[src/rtl/psram_arbiter.sv]
// ---------------------------------------------------------------------------
// psram_arbiter
//
// Single-port arbiter and access sequencer for the shared asynchronous
// PSDRAM. Two requesters share the device:
//   * display line-fetch engine : read-only, high priority
//   * host loader port          : read/write, low priority
// The arbiter owns every PSDRAM strobe, the address bus and the write data
// bus. Requesters see a level req / one-cycle ack handshake only. A
// starvation counter forces a host grant after STARVE_LIMIT consecutive
// display grants while the host is waiting.
//
// Access timeline (cycle 0 = IDLE cycle that makes the grant):
//   cycles 1..ACCESS_CYCLES         strobes active
//   cycle  ACCESS_CYCLES+1          strobes inactive, ack pulse, rdata valid
//   RECOVER_CYCLES cycles           all strobes inactive
//
// Ports:
//   clk_25Mhz       in   system pixel clock, rising edge
//   reset           in   asynchronous, active-high
//   disp_req/addr   in   display read request (level) and word address
//   disp_ack        out  one-cycle completion pulse
//   disp_rdata      out  display read data, held until the next display read
//   host_req/we     in   host request (level) and direction (1 = write)
//   host_addr       in   host word address
//   host_wdata/be   in   host write data and byte enables ([0] = low byte)
//   host_ack        out  one-cycle completion pulse
//   host_rdata      out  host read data, valid with host_ack on reads
//   busy            out  high whenever the sequencer is not IDLE
//   MemAdr          out  PSDRAM word address
//   MemDataOut/Oe   out  PSDRAM write data and its tristate enable
//   MemDataIn       in   PSDRAM read data
//   MemOE, MemWR, RamCE, RamLB, RamUB  out  PSDRAM strobes, active-low
// ---------------------------------------------------------------------------
module psram_arbiter #(
  parameter int unsigned ACCESS_CYCLES  = 3,  // 2..15
  parameter int unsigned RECOVER_CYCLES = 1,  // 1..15
  parameter int unsigned STARVE_LIMIT   = 8   // 1..255
) (
  input  logic        clk_25Mhz,
  input  logic        reset,
  // display line-fetch port
  input  logic        disp_req,
  input  logic [22:0] disp_addr,
  output logic        disp_ack,
  output logic [15:0] disp_rdata,
  // host loader port
  input  logic        host_req,
  input  logic        host_we,
  input  logic [22:0] host_addr,
  input  logic [15:0] host_wdata,
  input  logic [1:0]  host_be,
  output logic        host_ack,
  output logic [15:0] host_rdata,
  output logic        busy,
  // PSDRAM side
  output logic [22:0] MemAdr,
  output logic [15:0] MemDataOut,
  output logic        MemDataOe,
  input  logic [15:0] MemDataIn,
  output logic        MemOE,
  output logic        MemWR,
  output logic        RamCE,
  output logic        RamLB,
  output logic        RamUB
);

  typedef enum logic [1:0] {
    IDLE    = 2'd0,
    ACCESS  = 2'd1,
    RECOVER = 2'd2
  } state_t;

  localparam logic [3:0] ACC_LOAD   = 4'(ACCESS_CYCLES - 1);
  localparam logic [3:0] REC_LOAD   = 4'(RECOVER_CYCLES - 1);
  localparam logic [7:0] STARVE_MAX = 8'(STARVE_LIMIT);

  // -------------------------------------------------------------------------
  // Registers
  // -------------------------------------------------------------------------
  state_t      r_state;
  logic [3:0]  r_cnt;          // shared ACCESS / RECOVER down-counter
  logic [7:0]  r_starve;       // consecutive display grants with host waiting
  logic        r_gnt_host;     // current access belongs to the host
  logic        r_gnt_write;    // current access is a write
  logic [22:0] r_mem_adr;
  logic [15:0] r_mem_dout;
  logic        r_mem_doe;
  logic        r_mem_oe_n;
  logic        r_mem_wr_n;
  logic        r_ram_ce_n;
  logic        r_ram_lb_n;
  logic        r_ram_ub_n;
  logic        r_disp_ack;
  logic        r_host_ack;
  logic [15:0] r_disp_rdata;
  logic [15:0] r_host_rdata;
  logic        r_busy;

  // -------------------------------------------------------------------------
  // Next-value wires
  // -------------------------------------------------------------------------
  state_t      w_state_nxt;
  logic [3:0]  w_cnt_nxt;
  logic [7:0]  w_starve_nxt;
  logic        w_gnt_host_nxt;
  logic        w_gnt_write_nxt;
  logic [22:0] w_mem_adr_nxt;
  logic [15:0] w_mem_dout_nxt;
  logic        w_mem_doe_nxt;
  logic        w_mem_oe_n_nxt;
  logic        w_mem_wr_n_nxt;
  logic        w_ram_ce_n_nxt;
  logic        w_ram_lb_n_nxt;
  logic        w_ram_ub_n_nxt;
  logic        w_disp_ack_nxt;
  logic        w_host_ack_nxt;
  logic [15:0] w_disp_rdata_nxt;
  logic [15:0] w_host_rdata_nxt;
  logic        w_busy_nxt;

  // Grant decision, only meaningful in IDLE. The host wins a contested
  // grant only once the display has used up its starvation allowance.
  logic w_in_idle;
  logic w_host_forced;
  logic w_grant_disp;
  logic w_grant_host;
  logic w_grant_write;
  logic w_last_access;

  assign w_in_idle     = (r_state == IDLE);
  assign w_host_forced = host_req && (r_starve == STARVE_MAX);
  assign w_grant_disp  = w_in_idle && disp_req && !w_host_forced;
  assign w_grant_host  = w_in_idle && host_req && !w_grant_disp;
  assign w_grant_write = w_grant_host && host_we;  // display grants always read
  assign w_last_access = (r_state == ACCESS) && (r_cnt == 4'd0);

  // -------------------------------------------------------------------------
  // Process 1: state and output registers
  // -------------------------------------------------------------------------
  // NOTE: every clocked assignment is non-blocking so all registers update
  // together from the values computed in the combinational processes.
  always_ff @(posedge clk_25Mhz or posedge reset) begin
    if (reset) begin
      r_state      <= IDLE;
      r_cnt        <= 4'd0;
      r_starve     <= 8'd0;
      r_gnt_host   <= 1'b0;
      r_gnt_write  <= 1'b0;
      r_mem_adr    <= 23'd0;
      r_mem_dout   <= 16'd0;
      r_mem_doe    <= 1'b0;
      r_mem_oe_n   <= 1'b1;
      r_mem_wr_n   <= 1'b1;
      r_ram_ce_n   <= 1'b1;
      r_ram_lb_n   <= 1'b1;
      r_ram_ub_n   <= 1'b1;
      r_disp_ack   <= 1'b0;
      r_host_ack   <= 1'b0;
      r_disp_rdata <= 16'd0;
      r_host_rdata <= 16'd0;
      r_busy       <= 1'b0;
    end else begin
      r_state      <= w_state_nxt;
      r_cnt        <= w_cnt_nxt;
      r_starve     <= w_starve_nxt;
      r_gnt_host   <= w_gnt_host_nxt;
      r_gnt_write  <= w_gnt_write_nxt;
      r_mem_adr    <= w_mem_adr_nxt;
      r_mem_dout   <= w_mem_dout_nxt;
      r_mem_doe    <= w_mem_doe_nxt;
      r_mem_oe_n   <= w_mem_oe_n_nxt;
      r_mem_wr_n   <= w_mem_wr_n_nxt;
      r_ram_ce_n   <= w_ram_ce_n_nxt;
      r_ram_lb_n   <= w_ram_lb_n_nxt;
      r_ram_ub_n   <= w_ram_ub_n_nxt;
      r_disp_ack   <= w_disp_ack_nxt;
      r_host_ack   <= w_host_ack_nxt;
      r_disp_rdata <= w_disp_rdata_nxt;
      r_host_rdata <= w_host_rdata_nxt;
      r_busy       <= w_busy_nxt;
    end
  end

  // -------------------------------------------------------------------------
  // Process 2: next-state logic and the shared phase counter
  // -------------------------------------------------------------------------
  // NOTE: every signal driven here gets a default first, so no path through
  // the case statement can leave it unassigned and infer a latch.
  always_comb begin
    w_state_nxt = r_state;
    w_cnt_nxt   = r_cnt;
    unique case (r_state)
      IDLE: begin
        if (w_grant_disp || w_grant_host) begin
          w_state_nxt = ACCESS;
          w_cnt_nxt   = ACC_LOAD;
        end
      end
      ACCESS: begin
        if (r_cnt == 4'd0) begin
          w_state_nxt = RECOVER;
          w_cnt_nxt   = REC_LOAD;
        end else begin
          w_cnt_nxt = r_cnt - 4'd1;
        end
      end
      RECOVER: begin
        if (r_cnt == 4'd0) begin
          w_state_nxt = IDLE;
        end else begin
          w_cnt_nxt = r_cnt - 4'd1;
        end
      end
      default: begin
        w_state_nxt = IDLE;
        w_cnt_nxt   = 4'd0;
      end
    endcase
  end

  // -------------------------------------------------------------------------
  // Process 3: next values of the registered outputs and datapath
  // -------------------------------------------------------------------------
  always_comb begin
    w_starve_nxt     = r_starve;
    w_gnt_host_nxt   = r_gnt_host;
    w_gnt_write_nxt  = r_gnt_write;
    w_mem_adr_nxt    = r_mem_adr;
    w_mem_dout_nxt   = r_mem_dout;
    w_mem_doe_nxt    = r_mem_doe;
    w_mem_oe_n_nxt   = r_mem_oe_n;
    w_mem_wr_n_nxt   = r_mem_wr_n;
    w_ram_ce_n_nxt   = r_ram_ce_n;
    w_ram_lb_n_nxt   = r_ram_lb_n;
    w_ram_ub_n_nxt   = r_ram_ub_n;
    w_disp_ack_nxt   = 1'b0;
    w_host_ack_nxt   = 1'b0;
    w_disp_rdata_nxt = r_disp_rdata;
    w_host_rdata_nxt = r_host_rdata;
    w_busy_nxt       = (w_state_nxt != IDLE);

    unique case (r_state)
      IDLE: begin
        // Starvation counter: cleared whenever the host is served or not
        // waiting, otherwise counts display grants up to the limit.
        if (w_grant_host || !host_req) begin
          w_starve_nxt = 8'd0;
        end else if (w_grant_disp && (r_starve != STARVE_MAX)) begin
          w_starve_nxt = r_starve + 8'd1;
        end

        if (w_grant_disp || w_grant_host) begin
          w_gnt_host_nxt  = w_grant_host;
          w_gnt_write_nxt = w_grant_write;
          w_mem_adr_nxt   = w_grant_host ? host_addr : disp_addr;
          w_ram_ce_n_nxt  = 1'b0;
          if (w_grant_write) begin
            w_mem_wr_n_nxt = 1'b0;
            w_ram_lb_n_nxt = ~host_be[0];
            w_ram_ub_n_nxt = ~host_be[1];
            w_mem_dout_nxt = host_wdata;
            w_mem_doe_nxt  = 1'b1;
          end else begin
            w_mem_oe_n_nxt = 1'b0;
            w_ram_lb_n_nxt = 1'b0;
            w_ram_ub_n_nxt = 1'b0;
          end
        end
      end
      ACCESS: begin
        if (w_last_access) begin
          if (!r_gnt_write) begin
            if (r_gnt_host) w_host_rdata_nxt = MemDataIn;
            else            w_disp_rdata_nxt = MemDataIn;
          end
          w_host_ack_nxt = r_gnt_host;
          w_disp_ack_nxt = !r_gnt_host;
          w_ram_ce_n_nxt = 1'b1;
          w_mem_oe_n_nxt = 1'b1;
          w_mem_wr_n_nxt = 1'b1;
          w_ram_lb_n_nxt = 1'b1;
          w_ram_ub_n_nxt = 1'b1;
          // MemDataOe is left alone so write data stays driven through the
          // first RECOVER cycle as hold time after MemWR rises.
        end
      end
      RECOVER: begin
        w_mem_doe_nxt = 1'b0;
      end
      default: begin
        w_ram_ce_n_nxt = 1'b1;
        w_mem_oe_n_nxt = 1'b1;
        w_mem_wr_n_nxt = 1'b1;
        w_ram_lb_n_nxt = 1'b1;
        w_ram_ub_n_nxt = 1'b1;
        w_mem_doe_nxt  = 1'b0;
      end
    endcase
  end

  // -------------------------------------------------------------------------
  // Outputs
  // -------------------------------------------------------------------------
  assign MemAdr     = r_mem_adr;
  assign MemDataOut = r_mem_dout;
  assign MemDataOe  = r_mem_doe;
  assign MemOE      = r_mem_oe_n;
  assign MemWR      = r_mem_wr_n;
  assign RamCE      = r_ram_ce_n;
  assign RamLB      = r_ram_lb_n;
  assign RamUB      = r_ram_ub_n;
  assign disp_ack   = r_disp_ack;
  assign host_ack   = r_host_ack;
  assign disp_rdata = r_disp_rdata;
  assign host_rdata = r_host_rdata;
  assign busy       = r_busy;

endmodule

[config.mk]
export PLATFORM = sky130hd
export DESIGN_NAME = psram_arbiter
export DESIGN_NICKNAME = d
export VERILOG_FILES = /design/src/rtl/psram_arbiter.sv
export SDC_FILE = /design/constraint.sdc
export NUM_CORES = 1
export LEC_CHECK = 0
export ABC_AREA = 1
export CORE_MARGIN = 2
export CORE_UTILIZATION = 43
export DETAILED_ROUTE_END_ITERATION = 8
export GPL_TIMING_DRIVEN = 0
export PLACE_DENSITY = 0.77
export SLEW_MARGIN = 15
export SYNTH_ARGS = -nofsm -noshare
export SYNTH_HDL_FRONTEND = slang
export SYNTH_SLANG_ARGS = --single-unit
[constraint.sdc]
create_clock -name clk_25Mhz -period 3.19 [get_ports clk_25Mhz]
set_input_delay 0.319 -clock clk_25Mhz [delete_from_list [all_inputs] [get_ports clk_25Mhz]]
set_output_delay 0.319 -clock clk_25Mhz [all_outputs]
set_load 0.005 [all_outputs]
# [Word-level counts from Yosys, hierarchy flattened]
# Cells that the tools add are included.
[word_totals] out_inout_bits=80 regBits=96 in_bits=85 mem_bits_rw=0 n_memories=0 latchBits=0 romBits=0 elab_cells=96
[classes] n_lt_le_gt_ge=0 n_addsub=2 n_reduce_logical=28 n_eq_ne=9 bitwise_logic=6 n_div=0 shifts=0 n_mul=0 n_mux=33
[op_table] operator="$mux 23" n=1
[op_table] operator="$mux 1" n=16
[op_table] operator="$mux 8" n=2
[op_table] operator="$reduce_and 4->1" n=4
[op_table] operator="$pmux 1 s3" n=5
[op_table] operator="$mux 4" n=3
[op_table] operator="$pmux 4 s3" n=1
[op_table] operator="$reduce_and 3->1" n=3
[op_table] operator="$add 8x1->8 const B" n=1
[op_table] operator="$eq 8x4->1 const B" n=1
[op_table] operator="$logic_and 1x1->1" n=8
[op_table] operator="$ne 8x4->1 const B" n=1
[op_table] operator="$mux 2" n=3
[op_table] operator="$ne 2x2->1 const B" n=3
[op_table] operator="$not 1->1" n=6
[op_table] operator="$pmux 2 s3" n=1
[op_table] operator="$reduce_and 2->1" n=3
[op_table] operator="$logic_not 1->1" n=4
[op_table] operator="$logic_not 4->1" n=1
[op_table] operator="$ne 2x1->1 const B" n=2
[op_table] operator="$reduce_bool 2->1" n=2
[op_table] operator="$sub 4x1->4 const B" n=1
[op_table] operator="$eq 2x1->1 const B" n=1
[op_table] operator="$eq 2x2->1 const B" n=1
[op_table] operator="3 further kinds" n=4

# [Longest topological paths before layout]
[depth] depth_word=10 depth_mapped=12 depth_no_buf=11

# [Worst setup path after synthesis]
# Ideal clock, no wire load.
[synth_timing] path_type="register to register" startpoint="register r_cnt[0]" endpoint="register r_disp_rdata[0] (netlist: disp_rdata[0])" setup_time_ns=0.126 path_stages_with_launch=11 path_buffers=1 t_arrival_ns=1.355 synth_period_minus_slack_ns=1.481 path_slack_ns=1.709 t_required_ns=3.064 path_cell_list="dfrtp_1 > inv_1 > ha_1 > nand3_2 > nor3_2 > inv_2 > nor2_2 > nand2_2 > buf_2 > nand2_1 > o21ai_0"
[synth_between] elab_chain_cells=3
[synth_rtl] element="start: declaration" line="82" source="logic [3:0] r_cnt;"
[synth_rtl] element="start signal: assignment" line="165" source="r_cnt <= w_cnt_nxt;"
[synth_rtl] element="$logic_not 4->1" line="136" source="assign w_last_access = (r_state == ACCESS) && (r_cnt == 4'd0);"
[synth_rtl] element="$logic_and 1x1->1" line="136"
[synth_rtl] element="$reduce_and 4->1 (no line)"
[synth_rtl] element="end signal: assignment" line="179" source="r_disp_rdata <= w_disp_rdata_nxt;"
[synth_rtl] element="end: declaration" line="96" source="logic [15:0] r_disp_rdata;"
# No other way between the ends.
# A chain may end at the register's enable or synchronous reset.

# [Worst setup path in the final report]
[layout_timing] startpoint="register r_cnt[0]" endpoint="register r_host_rdata[4] (netlist: host_rdata[4])"
[layout_between] elab_chain_cells=3
[layout_rtl] element="$logic_not 4->1" line="136"
[layout_rtl] element="$logic_and 1x1->1" line="136"
[layout_rtl] element="$reduce_and 4->1 (no line)"
[layout_rtl] element="end signal: assignment" line="180" source="r_host_rdata <= w_host_rdata_nxt;"
[layout_rtl] element="end: declaration" line="97" source="logic [15:0] r_host_rdata;"
# No other way between the ends.

==> reports/metrics.cfg <==
[finish]
final_layout_size_suffix_gt1_frac=0.09077
diodes=0
fin_nets=723
area_growth_pct=48.69
final.fill_count=766
final_common_cell=nand2_1
layout_common_cells=175 x nand2_1, 164 x clkdlybuf4s50_1, 91 x dfrtp_1

[place]
hpwl_um=7847
portBuffers=164
place_congestion=0.8522

[synthesis]
ys_seq_area_frac=0.5918
synth-edff-count=0
synth.avg_cell_area_um2=8.887
synth_nets=547
syn_inst=458
yosysWarnings=0
synthDistinctLibCells=27
ys_ff_latch=96
async_flop_share=1.000
synth_ff_type=dfrtp_1
netlist_area_um2=4070

[global_routing]
grt.overflow.total=0
grtUsageTotal=0.2081
grt_pass1_wl_um=17080
grt_max_degree=57
antenna_found_initial=0
grt_pass1_vias=3697

[route]
met2_length_um=5198
viasPerCell=4.803
wl_um=10290
vias=3602
dr.first_iter.drc_count=117
wirelength_met1_um=4236
wl_met3_um=672
drcViolationCount=0
wl_per_cell_um=13.73
top_layer=met4
firstDrtPassIters=5
ant_nets=0

[die]
core_um2=9196
rows=35
boundaryPins=165
dieHeight_um=101.3
start_util=0.4426
die-area_um2=10260
dieWidth_um=101.3

[clock_tree]
cts_hold_buf=0
numCtsBuffers=9
clockRootBuffer=clkbuf_8
clock_sinks=96
post_cts.repair.setup_buffers=0
cts.clk_slew.worst_paths_ps=100
cts_tree=done
insertion_delay_ps=350
cts_buffer_depth=2
ctsResizeCount=0
cts-htree-levels=3

[power]
powerDensity_nw_per_um2=874.3
power_mw=5.291
peakVddDrop_mv=0.3914
power.leakage_nw=2.865

[worst_setup_path]
cp.required_ps=3450
crit_path_max_fanout=10
crit_type=register to register
crit_path_start_kind=register
worstPathArrival_ps=1980
endpoint_kind=register

[sta]
setup_viol_count_final=0
worst_slew_pin_slew_ps=530.8
period_needed_ps=1713
hold_viol_final=0
holdWs_ps=364.4
slew_violations=0
rsz0062_at_grt=no
fmax_mhz=583.8
fin_crit_sh=0.5369
clock_skew_ps=13.44
setup_tns_ps=0
relSlewSlack=0.6461

[status]
status=finished, final reports clean

[job]
drv_cap=0

[hold_path]
hp-class=input pin to async pin

## flip-flops by register name, summed over array words and instances, names as in the netlist
signal and count:
MemAdr 23, MemDataOe 1, r_starve 8, RamLB 1, r_state 2, RamCE 1
host_rdata 16, r_cnt 4, host_ack 1, r_gnt_host 1, r_gnt_write 1, RamUB 1
busy 1, disp_ack 1, MemDataOut 16, MemOE 1, MemWR 1, disp_rdata 16
## stage by stage
stage | instances | cell area, um2 | setup slack (ps) | utilization
2_1_floorplan | 458 | 4070 | 373.9 | -
3_3_place_gp | 733 | 5851 | -1010 | 0.6362
3_5_place_dp | 734 | 5881 | 1344 | 0.6395
5_1_grt | 750 | 6052 | 1255 | 0.6581
6_report | 750 | 6052 | 1477 | 0.6581
4_1_cts | 750 | 6052 | 1436 | 0.6581
## final cells by class
class                   count  area [um2]  share of cell area
clock inverters             6       43.79            0.007236
repair buffers            165        1669              0.2758
well taps                 111       138.9             0.02295
multi-input cells         301        1393              0.2301
flip-flops and latches     96        2409              0.3980
clock buffers              10       127.6             0.02109
plain buffers              15       93.84             0.01551
inverters                  46       177.7             0.02936
## per-layer routing
| layer | up-vias | global-route usage |
|---|---|---|
| met5 | - | 0 |
| met4 | 0 | 0.07692 |
| met3 | 13 | 0.05038 |
| met2 | 108 | 0.3561 |
| met1 | 1698 | 0.2564 |
| li1 | 1783 | - |
## cells in the mapped netlist (5+ instances only)
cell / number / area, um2
nand2_1: 175 / 656.9
buf_2: 10 / 50.05
xor2_1: 5 / 43.79
o21ai_1: 13 / 65.06
inv_1: 40 / 150.1
nand3_1: 30 / 150.1
o21ai_0: 28 / 140.1
nor2_1: 18 / 67.56
inv_2: 5 / 18.77
dfrtp_1: 91 / 2277
o22ai_1: 5 / 31.28
dfstp_2: 5 / 131.4
## final timing paths
check	start	to	slack, ps	depth (start not counted)
hold / removal	reset	MemAdr[8]	360	2
setup / recovery	r_cnt[0]	host_rdata[4]	1480	9
setup reg to reg	r_cnt[0]	host_rdata[4]	1480	9
hold reg to reg	r_gnt_host	disp_ack	460	1
max in group asynchronous	reset	host_ack	2180	3
min in group clk_25Mhz	r_gnt_host	disp_ack	460	1
## power breakdown
part,total [mW],internal (mW),switching [mW]
registers,2.09,1.80,0.297
logic,2.49,1.36,1.13
clock network,0.710,0.285,0.425
total,5.29,3.44,1.85
## logic make-up after synthesis
family | share of synthesized area
compound gates | 0.06025
simple gates | 0.2567
flops | 0.5918
buf+inv | 0.06609
fa+ha+maj | 0.01230
xor+xnor | 0.01291
## critical path: stages (launching register included)
cell and delay (ps):
dfrtp_1 390, inv_1 110, ha_1 170, nand3_2 110
nor3_2 140, inv_2 80, nor2_2 110, nand2_2 100
clkbuf_2 200, o21ai_0 200
No activity file was read; power rests on OpenSTA's default activity.
